===== config.mk =====
export PLATFORM = sky130hd
export DESIGN_NAME = arb_rr4
export DESIGN_NICKNAME = d
export VERILOG_FILES = /design/src/rtl/arb_rr4.sv
export SDC_FILE = /design/constraint.sdc
export NUM_CORES = 1
export LEC_CHECK = 0
export CORE_MARGIN = 5
export CORE_UTILIZATION = 45
export DETAILED_ROUTE_END_ITERATION = 6
export GPL_TIMING_DRIVEN = 0
export PLACE_DENSITY = 0.7
export SYNTH_ARGS = -nofsm -noshare
export SYNTH_HDL_FRONTEND = slang
export SYNTH_SLANG_ARGS = --single-unit

===== constraint.sdc =====
create_clock -name clk -period 2.2 [get_ports clk]
set_clock_uncertainty 0.1 [all_clocks]
set_input_delay 0.55 -clock clk [delete_from_list [all_inputs] [get_ports clk]]
set_output_delay 0.55 -clock clk [all_outputs]
set_load 0.1 [all_outputs]

===== src/rtl/arb_rr4.sv =====
`default_nettype none
// ============================================================================
//  Module      : arb_rr4
//  Description : Four-requester round-robin arbiter with a bounded hold time.
//                Requests are scanned in rotating priority order starting at
//                a rotation pointer; the first active request wins. The grant
//                is registered (one-hot plus 2-bit index). A current owner
//                that keeps requesting is revoked after MAX_HOLD cycles
//                whenever another requester is waiting, so no client can
//                starve the others.
//
//  Parameters  : MAX_HOLD - max consecutive grant cycles while another
//                           request is pending (0 = never preempt)
//                CW       - hold counter width, 2**CW must exceed MAX_HOLD
//
//  Ports       : clk       in   rising-edge clock
//                reset     in   asynchronous active-high reset
//                en        in   arbitration enable (0 blocks new grants)
//                req[3:0]  in   request vector, held while resource wanted
//                gnt[3:0]  out  registered one-hot grant
//                gnt_id    out  binary index of owner (00 when no grant)
//                gnt_valid out  high whenever gnt is non-zero
//                preempt   out  one-cycle pulse in the cycle a grant is
//                               revoked by hold timeout (combinational)
//
//  Revision    : 1.0 - initial release
// ============================================================================

module arb_rr4 #(
    parameter int MAX_HOLD = 4,
    parameter int CW       = 3
) (
    input  logic       clk,
    input  logic       reset,
    input  logic       en,
    input  logic [3:0] req,
    output logic [3:0] gnt,
    output logic [1:0] gnt_id,
    output logic       gnt_valid,
    output logic       preempt
);

    // ------------------------------------------------------------------------
    // Constants
    // ------------------------------------------------------------------------
    // Hold count at which a waiting requester may take the resource away.
    localparam logic [CW-1:0] c_hold_max   = CW'(MAX_HOLD);
    // Saturation value of the hold counter. With preemption disabled the
    // counter simply runs up to all-ones and parks there.
    localparam logic [CW-1:0] c_hold_sat   = (MAX_HOLD == 0) ? {CW{1'b1}} : c_hold_max;
    localparam logic          c_timeout_en = (MAX_HOLD != 0);
    localparam logic [CW-1:0] c_hold_one   = CW'(1);

    // ------------------------------------------------------------------------
    // State encoding
    // ------------------------------------------------------------------------
    typedef enum logic [0:0] {
        ST_IDLE  = 1'b0,   // no owner, outputs at zero
        ST_GRANT = 1'b1    // owner is r_gnt_id
    } state_t;

    state_t        r_state;
    state_t        w_state_nxt;
    logic [1:0]    r_ptr;
    logic [1:0]    w_ptr_nxt;
    logic [CW-1:0] r_hold_cnt;
    logic [CW-1:0] w_hold_nxt;
    logic [3:0]    r_gnt;
    logic [3:0]    w_gnt_nxt;
    logic [1:0]    r_gnt_id;
    logic [1:0]    w_gnt_id_nxt;
    logic          w_preempt;

    // ------------------------------------------------------------------------
    // Rotating-priority selection.
    // Returns {found, index}: the first set bit of vec when scanning
    // start, start+1, start+2, start+3 (mod 4). The loop runs from the
    // farthest offset down to the nearest so that the nearest set bit is
    // the last assignment and therefore wins.
    // ------------------------------------------------------------------------
    function automatic logic [2:0] f_sel(input logic [1:0] start,
                                         input logic [3:0] vec);
        logic [2:0] res;
        logic [1:0] idx;
        res = 3'b000;
        for (int k = 3; k >= 0; k--) begin
            idx = start + 2'(k);
            if (vec[idx]) begin
                res = {1'b1, idx};
            end
        end
        return res;
    endfunction

    // ------------------------------------------------------------------------
    // Request views used by the decision logic
    // ------------------------------------------------------------------------
    logic [3:0] w_owner_oh;     // one-hot of current owner
    logic [3:0] w_others;       // requests excluding the current owner
    logic [1:0] w_rot;          // index just after the owner
    logic [2:0] w_sel_idle;     // winner when starting from the pointer
    logic [2:0] w_sel_hand;     // winner for a handover away from the owner
    logic       w_owner_req;    // owner still wants the resource
    logic       w_timeout;      // hold limit reached with someone waiting

    assign w_owner_oh  = 4'b0001 << r_gnt_id;
    assign w_others    = req & ~w_owner_oh;
    assign w_rot       = r_gnt_id + 2'd1;
    assign w_sel_idle  = f_sel(r_ptr, req);
    // The owner's own bit is masked so that a request edge for the owner
    // in the release cycle cannot re-grant it immediately.
    assign w_sel_hand  = f_sel(w_rot, w_others);
    assign w_owner_req = req[r_gnt_id];
    assign w_timeout   = c_timeout_en && (r_hold_cnt == c_hold_max) &&
                         en && (|w_others);

    // ------------------------------------------------------------------------
    // Next-state / output decode
    // ------------------------------------------------------------------------
    always_comb begin
        w_state_nxt  = r_state;
        w_ptr_nxt    = r_ptr;
        w_hold_nxt   = r_hold_cnt;
        w_gnt_nxt    = r_gnt;
        w_gnt_id_nxt = r_gnt_id;
        w_preempt    = 1'b0;

        case (r_state)
            ST_IDLE: begin
                w_gnt_nxt    = 4'b0000;
                w_gnt_id_nxt = 2'b00;
                w_hold_nxt   = '0;
                if (en && w_sel_idle[2]) begin
                    w_state_nxt  = ST_GRANT;
                    w_gnt_nxt    = 4'b0001 << w_sel_idle[1:0];
                    w_gnt_id_nxt = w_sel_idle[1:0];
                    w_hold_nxt   = c_hold_one;
                end
            end

            ST_GRANT: begin
                if (!w_owner_req) begin
                    // Release takes precedence over timeout, so preempt
                    // stays low even if the hold limit was also reached.
                    w_ptr_nxt = w_rot;
                    if (en && w_sel_hand[2]) begin
                        // Direct handover, no idle cycle in between.
                        w_gnt_nxt    = 4'b0001 << w_sel_hand[1:0];
                        w_gnt_id_nxt = w_sel_hand[1:0];
                        w_hold_nxt   = c_hold_one;
                    end else begin
                        w_state_nxt  = ST_IDLE;
                        w_gnt_nxt    = 4'b0000;
                        w_gnt_id_nxt = 2'b00;
                        w_hold_nxt   = '0;
                    end
                end else if (w_timeout) begin
                    // w_timeout guarantees a waiting requester, so the
                    // handover selection always finds a winner here.
                    w_preempt    = 1'b1;
                    w_ptr_nxt    = w_rot;
                    w_gnt_nxt    = 4'b0001 << w_sel_hand[1:0];
                    w_gnt_id_nxt = w_sel_hand[1:0];
                    w_hold_nxt   = c_hold_one;
                end else begin
                    // Keep the grant; the counter saturates so that a long
                    // uncontested hold is preempted immediately once a
                    // competitor shows up.
                    if (r_hold_cnt != c_hold_sat) begin
                        w_hold_nxt = r_hold_cnt + c_hold_one;
                    end
                end
            end

            default: begin
                w_state_nxt  = ST_IDLE;
                w_gnt_nxt    = 4'b0000;
                w_gnt_id_nxt = 2'b00;
                w_hold_nxt   = '0;
            end
        endcase
    end

    // ------------------------------------------------------------------------
    // State register
    // ------------------------------------------------------------------------
    always_ff @(posedge clk or posedge reset) begin
        if (reset) begin
            r_state    <= ST_IDLE;
            r_ptr      <= 2'b00;
            r_hold_cnt <= '0;
            r_gnt      <= 4'b0000;
            r_gnt_id   <= 2'b00;
        end else begin
            r_state    <= w_state_nxt;
            r_ptr      <= w_ptr_nxt;
            r_hold_cnt <= w_hold_nxt;
            r_gnt      <= w_gnt_nxt;
            r_gnt_id   <= w_gnt_id_nxt;
        end
    end

    // ------------------------------------------------------------------------
    // Outputs
    // ------------------------------------------------------------------------
    assign gnt       = r_gnt;
    assign gnt_id    = r_gnt_id;
    assign gnt_valid = |r_gnt;
    // Gated by state so that the pulse is low in IDLE regardless of
    // how the handover decode is later extended.
    assign preempt   = (r_state == ST_GRANT) && w_preempt;

endmodule

`default_nettype wire


==> results of run 1 <==
Yosys cell counts, types with 3 or more instances:
cell / n
nor3_1: 3
inv_1: 7
nor2b_4: 3
a221o_1: 3
nand3b_1: 3
a21oi_1: 8
nor3b_1: 3
ha_1: 6
nor2_1: 6
mux2i_1: 4
dfrtp_1: 12
nand2_1: 9
state kept, by name, summed over array words and instances, names as in the netlist:
| register | cells |
|---|---|
| gnt | 4 |
| gnt_id | 2 |
| r_ptr | 2 |
| r_hold_cnt | 3 |
| r_state | 1 |
cell families after synthesis:
group	Yosys count	share of synthesized area, %
AO/OA/AOI/OAI	27	24.7
adder cells (fa/ha/maj)	6	7.76
buffers and inverters	8	3.10
multiplexers	6	6.47
flip-flops	12	31.0
AND/OR/NAND/NOR	42	26.9
timing repair:
action | in CTS | in global routing
resized for setup | 38 | 7
hold buffers | 0 | 0
setup endpoints to repair | 17 | 16
setup buffers | 12 | 4
pin swaps | 9 | 4
per-stage QoR:
stage	util, %	area [um2]	total power [mW]	worst slack (ns)	hold slack, ns
after detailed placement	60.2	1200	1.93	-1.58	0.405
after floorplan	-	1030	1.63	-0.587	0.315
after global placement	60.2	1200	1.90	-1.57	0.406
after CTS	68.8	1380	2.28	-0.633	0.419
final	70.2	1410	2.37	-0.640	0.415
after global routing	70.2	1410	2.50	-0.673	0.443
worst paths after layout:
check                      startpoint        end  slack, ns
max                         gnt_id[0]    preempt      -0.64
min                            gnt[2]     gnt[2]       0.42
max reg2reg                 gnt_id[0]     gnt[1]      -0.33
min reg2reg                    gnt[2]     gnt[2]       0.42
max in group asynchronous       reset  gnt_id[1]       1.14
min in group asynchronous       reset     gnt[1]       0.49
worst reg2reg max path: stages (launching register included):
cell and delay (ns):
dfrtp_4 0.50, clkbuf_16 0.16, inv_8 0.06, ha_4 0.10
and2b_2 0.22, o41a_4 0.36, buf_4 0.14, buf_6 0.13
a31o_4 0.22, and2_4 0.14, a221o_1 0.30
layout make-up:
class                      instances  area [um2]  area share (%)
tap                               27        33.8            2.40
buffer                             1        25.0            1.78
multi-input combinational         81         718            51.1
inverter                           7        33.8            2.40
timing repair buffer              29         258            18.3
clock buffer                       4        26.3            1.87
sequential                        12         310            22.1
metal layers:
| layer | up-vias | global-route usage (%) | wire length [um] |
|---|---|---|---|
| li1 | 444 | - | - |
| met3 | 8 | 5.50 | 177 |
| met5 | - | 0 | 0 |
| met1 | 465 | 22.3 | 1120 |
| met2 | 39 | 32.7 | 1430 |
| met4 | 0 | 4.07 | 54 |
power by group through the flow:
| stage | combinational, mW | sequential, mW | clock [mW] |
|---|---|---|---|
| 4_1_cts | 1.70 | 0.440 | 0.149 |
| 6_report | 1.79 | 0.429 | 0.148 |
| 3_3_place_gp | 1.46 | 0.437 | 0 |
| 2_1_floorplan | 0.883 | 0.750 | 0 |
| 5_1_grt | 1.90 | 0.443 | 0.161 |
| 3_5_place_dp | 1.49 | 0.444 | 0 |
==> impl_metrics.tcl, run 1 <==
set metrics [dict create \
    ir_drop_mv 0.936 \
    root_buffer "clkbuf_4" \
    clockPowerShare_pct 6.2 \
    syn_area_per_cell_um2 9.58 \
    synth-edff-count 0 \
    tns_ns -2.90 \
    port-buffer-count 14 \
    status "finished, violations left" \
    layout_common_cells "buf_4 (12), nand2_1 (9), dfrtp_1 (8)" \
    syn-num-nets 114 \
    dp.cells 142 \
    rows 16 \
    crit_family "simple AND/OR/NAND/NOR gates" \
    min_path_type "flop to flop" \
    p_sw_mw 1.27 \
    fill_cells 148 \
    dominantRegCellSynth "dfrtp_1" \
    layout.nets 148 \
    syn_area_um2 967 \
    seq_power_share_pct 18.1 \
    cp.buffers_inverters 3 \
    fin_crit_ns 2.84 \
    syn_inst 101 \
    tightest_slew_ns 0.963 \
    grt_max_degree 13 \
    synth_area_leaders "dfrtp_1 (31%), ha_1 (7.8%), nor2b_4 (4.3%)" \
    finalCritPeriodShare_pct 129 \
    combinationalPowerShare_pct 75.7 \
    crit_fanout 3 \
    drc 0 \
    path_class "flop to output pin" \
    final-setup-viol-count 12 \
    rsz0062_at_grt "yes" \
    routabilityCongestion 0.786 \
    drv_slew 0 \
    clock_path_buffers 2 \
    synth_top_area_share_pct 31.0 \
    final_antenna_net_count 0 \
    grt_overflow 0 \
    n_antenna_cell 0 \
    switching_share_pct 53.6 \
    holdPathStages 1 \
    finalWirelength_um 2780 \
    cp_cell_sequence "clkbuf_16 > inv_8 > ha_4 > and2b_2 > o41a_4 > and3_4 > and2_4 > buf_12" \
    max_stage_delay_ns 0.50 \
    final_common_cell "buf_4" \
    htreeDepth 1 \
    r2r_cells 10 \
    finalHoldViolCount 0 \
    insertion_delay_ns 0.28 \
    worstSetupStartpointType "flop" \
    yosysWarningCount 0 \
    cp.arrival_ns 2.19 \
    hpwl_um 1750 \
    core_area_um2 2000 \
    die_h_um 56.4 \
    routed_via_density 5.94 \
    synth_top_cell_by_area "dfrtp_1" \
    synth_cell_types 40 \
    p_leak_nw 0.632 \
    die_area_um2 3180 \
    drive_gt1_share_pct 39.6 \
    cts.sinks 12 \
    seq_area_frac_synth_pct 31.0 \
    cap_viol_max_count 0 \
    p_per_area_nw_per_um2 1690 \
    fin_cells 161 \
    io_pins 15 \
    violations "negative setup slack" \
    worst-path-stages 8 \
    internal_power_mw 1.10 \
    antenna_found_initial 0 \
    drt_iter0_drc 23 \
    clk_pin_slew_ns 0.08 \
    dieWidth_um 56.4 \
    worst_slack_ns -0.640 \
    grt_first_pass_wirelength_um 4640 \
    avgRoutedWirePerCell_um 17.3 \
    crit_path_top_delay_cell "dfrtp_4" \
    cp_data_required_time_ns 1.55 \
    initial_core_util_pct 48.3 \
    grtUsageTotal_pct 18.6 \
    cts_tree "built" \
    fmax_mhz 352 \
    cts_made_buffers 3 \
    synth_seq_cells 12 \
    slew_headroom_pct 36.1 \
    firstDrtPassIters 4 \
    setup.worst_path.end_class "output pin" \
    grt_pass1_vias 967 \
    ys_async_sr_fraction_pct 100 \
    syn2layout_area_growth_pct 45.3 \
    num_vias 956 \
]
Power figures use the tool's default switching activity.
==> run 2: changes to the inputs <==
--- a/config.mk
+++ b/config.mk
@@ -5,11 +5,13 @@
 export SDC_FILE = /design/constraint.sdc
 export NUM_CORES = 1
 export LEC_CHECK = 0
+export CORE_ASPECT_RATIO = 1.4
 export CORE_MARGIN = 5
 export CORE_UTILIZATION = 45
 export DETAILED_ROUTE_END_ITERATION = 6
 export GPL_TIMING_DRIVEN = 0
 export PLACE_DENSITY = 0.7
+export REMOVE_ABC_BUFFERS = 1
 export SYNTH_ARGS = -nofsm -noshare
 export SYNTH_HDL_FRONTEND = slang
 export SYNTH_SLANG_ARGS = --single-unit
==> constraint.sdc (replaced) <==
create_clock -name clk -period 2.2 [get_ports clk]
set_clock_uncertainty 0.1 [all_clocks]
set_input_delay 0.55 -clock clk [delete_from_list [all_inputs] [get_ports clk]]
set_output_delay 0.55 -clock clk [all_outputs]
set_load 0.01 [all_outputs]
==> run 2 against run 1 <==
The run still ends with negative setup slack left. Cell area up 4.8%. Largest cell class unchanged. Critical endpoint unchanged. Clock-buffer cell count unchanged. Sequential share of layout area down 1.5 points. Final cell count unchanged. Highest routed layer unchanged. Fmax up 6.7%. Global-route usage down 1.9 points. Register-to-register slack better by 0.03 ns. Die area up 0.41%. Combinational power down 22%. Sequential power down 3%.
==> impl_metrics.tcl, run 2 (synthesized netlist as in run 1, its figures left out) <==
set metrics [dict create \
    setup.worst_path.end_class "output pin" \
    hpwl_um 1740 \
    syn2layout_area_growth_pct 52.3 \
    drive_gt1_share_pct 38.8 \
    largest_reg_flops 4 \
    drv_slew 0 \
    die_h_um 64.9 \
    cp_cell_sequence "inv_2 > buf_4 > ha_4 > nor2b_4 > o41a_4 > and3_4 > and2_4 > buf_6" \
    core_area_um2 2130 \
    die_area_um2 3190 \
    initial_core_util_pct 45.5 \
    cts_hold_buffers 0 \
    final_antenna_net_count 0 \
    max_stage_delay_ns 0.44 \
    num_vias 939 \
    grt_first_pass_wirelength_um 4290 \
    slew_headroom_pct 65.3 \
    cts.sinks 12 \
    insertion_delay_ns 0.28 \
    clock_path_buffers 2 \
    path_class "flop to output pin" \
    tightest_slew_ns 0.517 \
    p_leak_nw 0.656 \
    ir_drop_mv 0.686 \
    n_antenna_cell 0 \
    cap_viol_max_count 0 \
    io_pins 15 \
    cts_made_buffers 3 \
    dieWidth_um 49.2 \
    final-setup-viol-count 10 \
    worst_slack_ns -0.462 \
    pre_cts_slack_ns -1.08 \
    routed_via_density 5.83 \
    grtUsageTotal_pct 16.8 \
    cp_data_required_time_ns 1.55 \
    antenna_found_initial 0 \
    fin_crit_ns 2.66 \
    worstSetupStartpointType "flop" \
    firstDrtPassIters 4 \
    routabilityCongestion 0.786 \
    cp.arrival_ns 2.01 \
    rsz0062_at_grt "yes" \
    crit_fanout 3 \
    rows 20 \
    hold_ws_ns 0.411 \
    grt_pass1_vias 972 \
    finalHoldViolCount 0 \
    drt_iter0_drc 36 \
    layout_common_cells "buf_6 (11), buf_4 (11), dfrtp_1 (10)" \
    htreeDepth 1 \
    layout.nets 153 \
    drc 0 \
    violations "negative setup slack" \
    finalCritPeriodShare_pct 121 \
    fill_cells 164 \
    fmax_mhz 376 \
    avgRoutedWirePerCell_um 16.5 \
    crit_path_top_delay_cell "o41a_4" \
    finalWirelength_um 2650 \
    min_path_type "flop to flop" \
    status "finished, violations left" \
    p_per_area_nw_per_um2 1350 \
    grt_max_degree 13 \
    root_buffer "clkbuf_4" \
    port-buffer-count 14 \
    cts_tree "built" \
    clk_pin_slew_ns 0.09 \
    grt_overflow 0 \
]
-- run 2: changes by cell type in the layout (fill, tap and decap cells not counted), moves of 2 or more --
cell             delta
dfrtp_1             +2
dfrtp_4             -2
clkdlybuf4s15_1     -2
buf_6               +8
clkdlybuf4s50_1     +6
ha_4                +2
-- run 2: stage by stage --
step	TNS, ns	power, mW	area [um2]	utilization [%]	instances
after floorplan	-0.499	1.09	963	-	100
after global placement	-5.61	1.35	1130	53.2	136
after detailed placement	-5.50	1.38	1130	53.2	136
after CTS	-1.81	1.80	1370	64.3	158
after global routing	-2.45	2.12	1470	69.2	161
final	-1.94	1.99	1470	69.2	161
-- run 2: worst max-delay path: cells and delay by family (launching register included) --
family                   cells  cell delay [ns]
AO/OA/AOI/OAI                1             0.44
AND/OR/NAND/NOR              3             0.38
flip-flops                   1             0.43
buffers and inverters        3             0.33
adder cells (fa/ha/maj)      1             0.15
-- run 2: area by class of cell --
cell class	count	area, um2	share of cell area, %
clock buffer	4	36.3	2.46
inverter	7	26.3	1.78
tap	22	27.5	1.87
sequential	12	303	20.6
timing repair buffer	35	330	22.4
multi-input combinational	81	749	50.9
-- run 2: path summary, 6_finish.rpt --
kind	from	to	slack, ns	cells past startpoint
setup / recovery	gnt_id[0]	preempt	-0.46	8
hold / removal	gnt[2]	gnt[2]	0.41	1
setup reg to reg	gnt_id[0]	r_ptr[1]	-0.30	11
hold reg to reg	gnt[2]	gnt[2]	0.41	1
max in group asynchronous	reset	gnt_id[1]	1.19	2
min in group asynchronous	reset	gnt[2]	0.47	2
-- run 2: repair_timing --
action | in CTS | in global routing
pin swaps | 5 | 10
endpoints found under the setup margin | 10 | 11
buffers inserted | 18 | 6
gates resized for setup | 29 | 19
-- run 2: where the power goes --
part,internal [mW],switching (mW)
clock network,0.101,0.0798
registers,0.317,0.0996
logic,0.740,0.657
total,1.16,0.837
-- run 2: layer usage --
layer / GRT usage, % / share of wire (%)
met1: 16.2 / 37
met2: 34.0 / 58
met3: 2.07 / 3.6
met4: 6.73 / 1.0
met5: 0 / 0
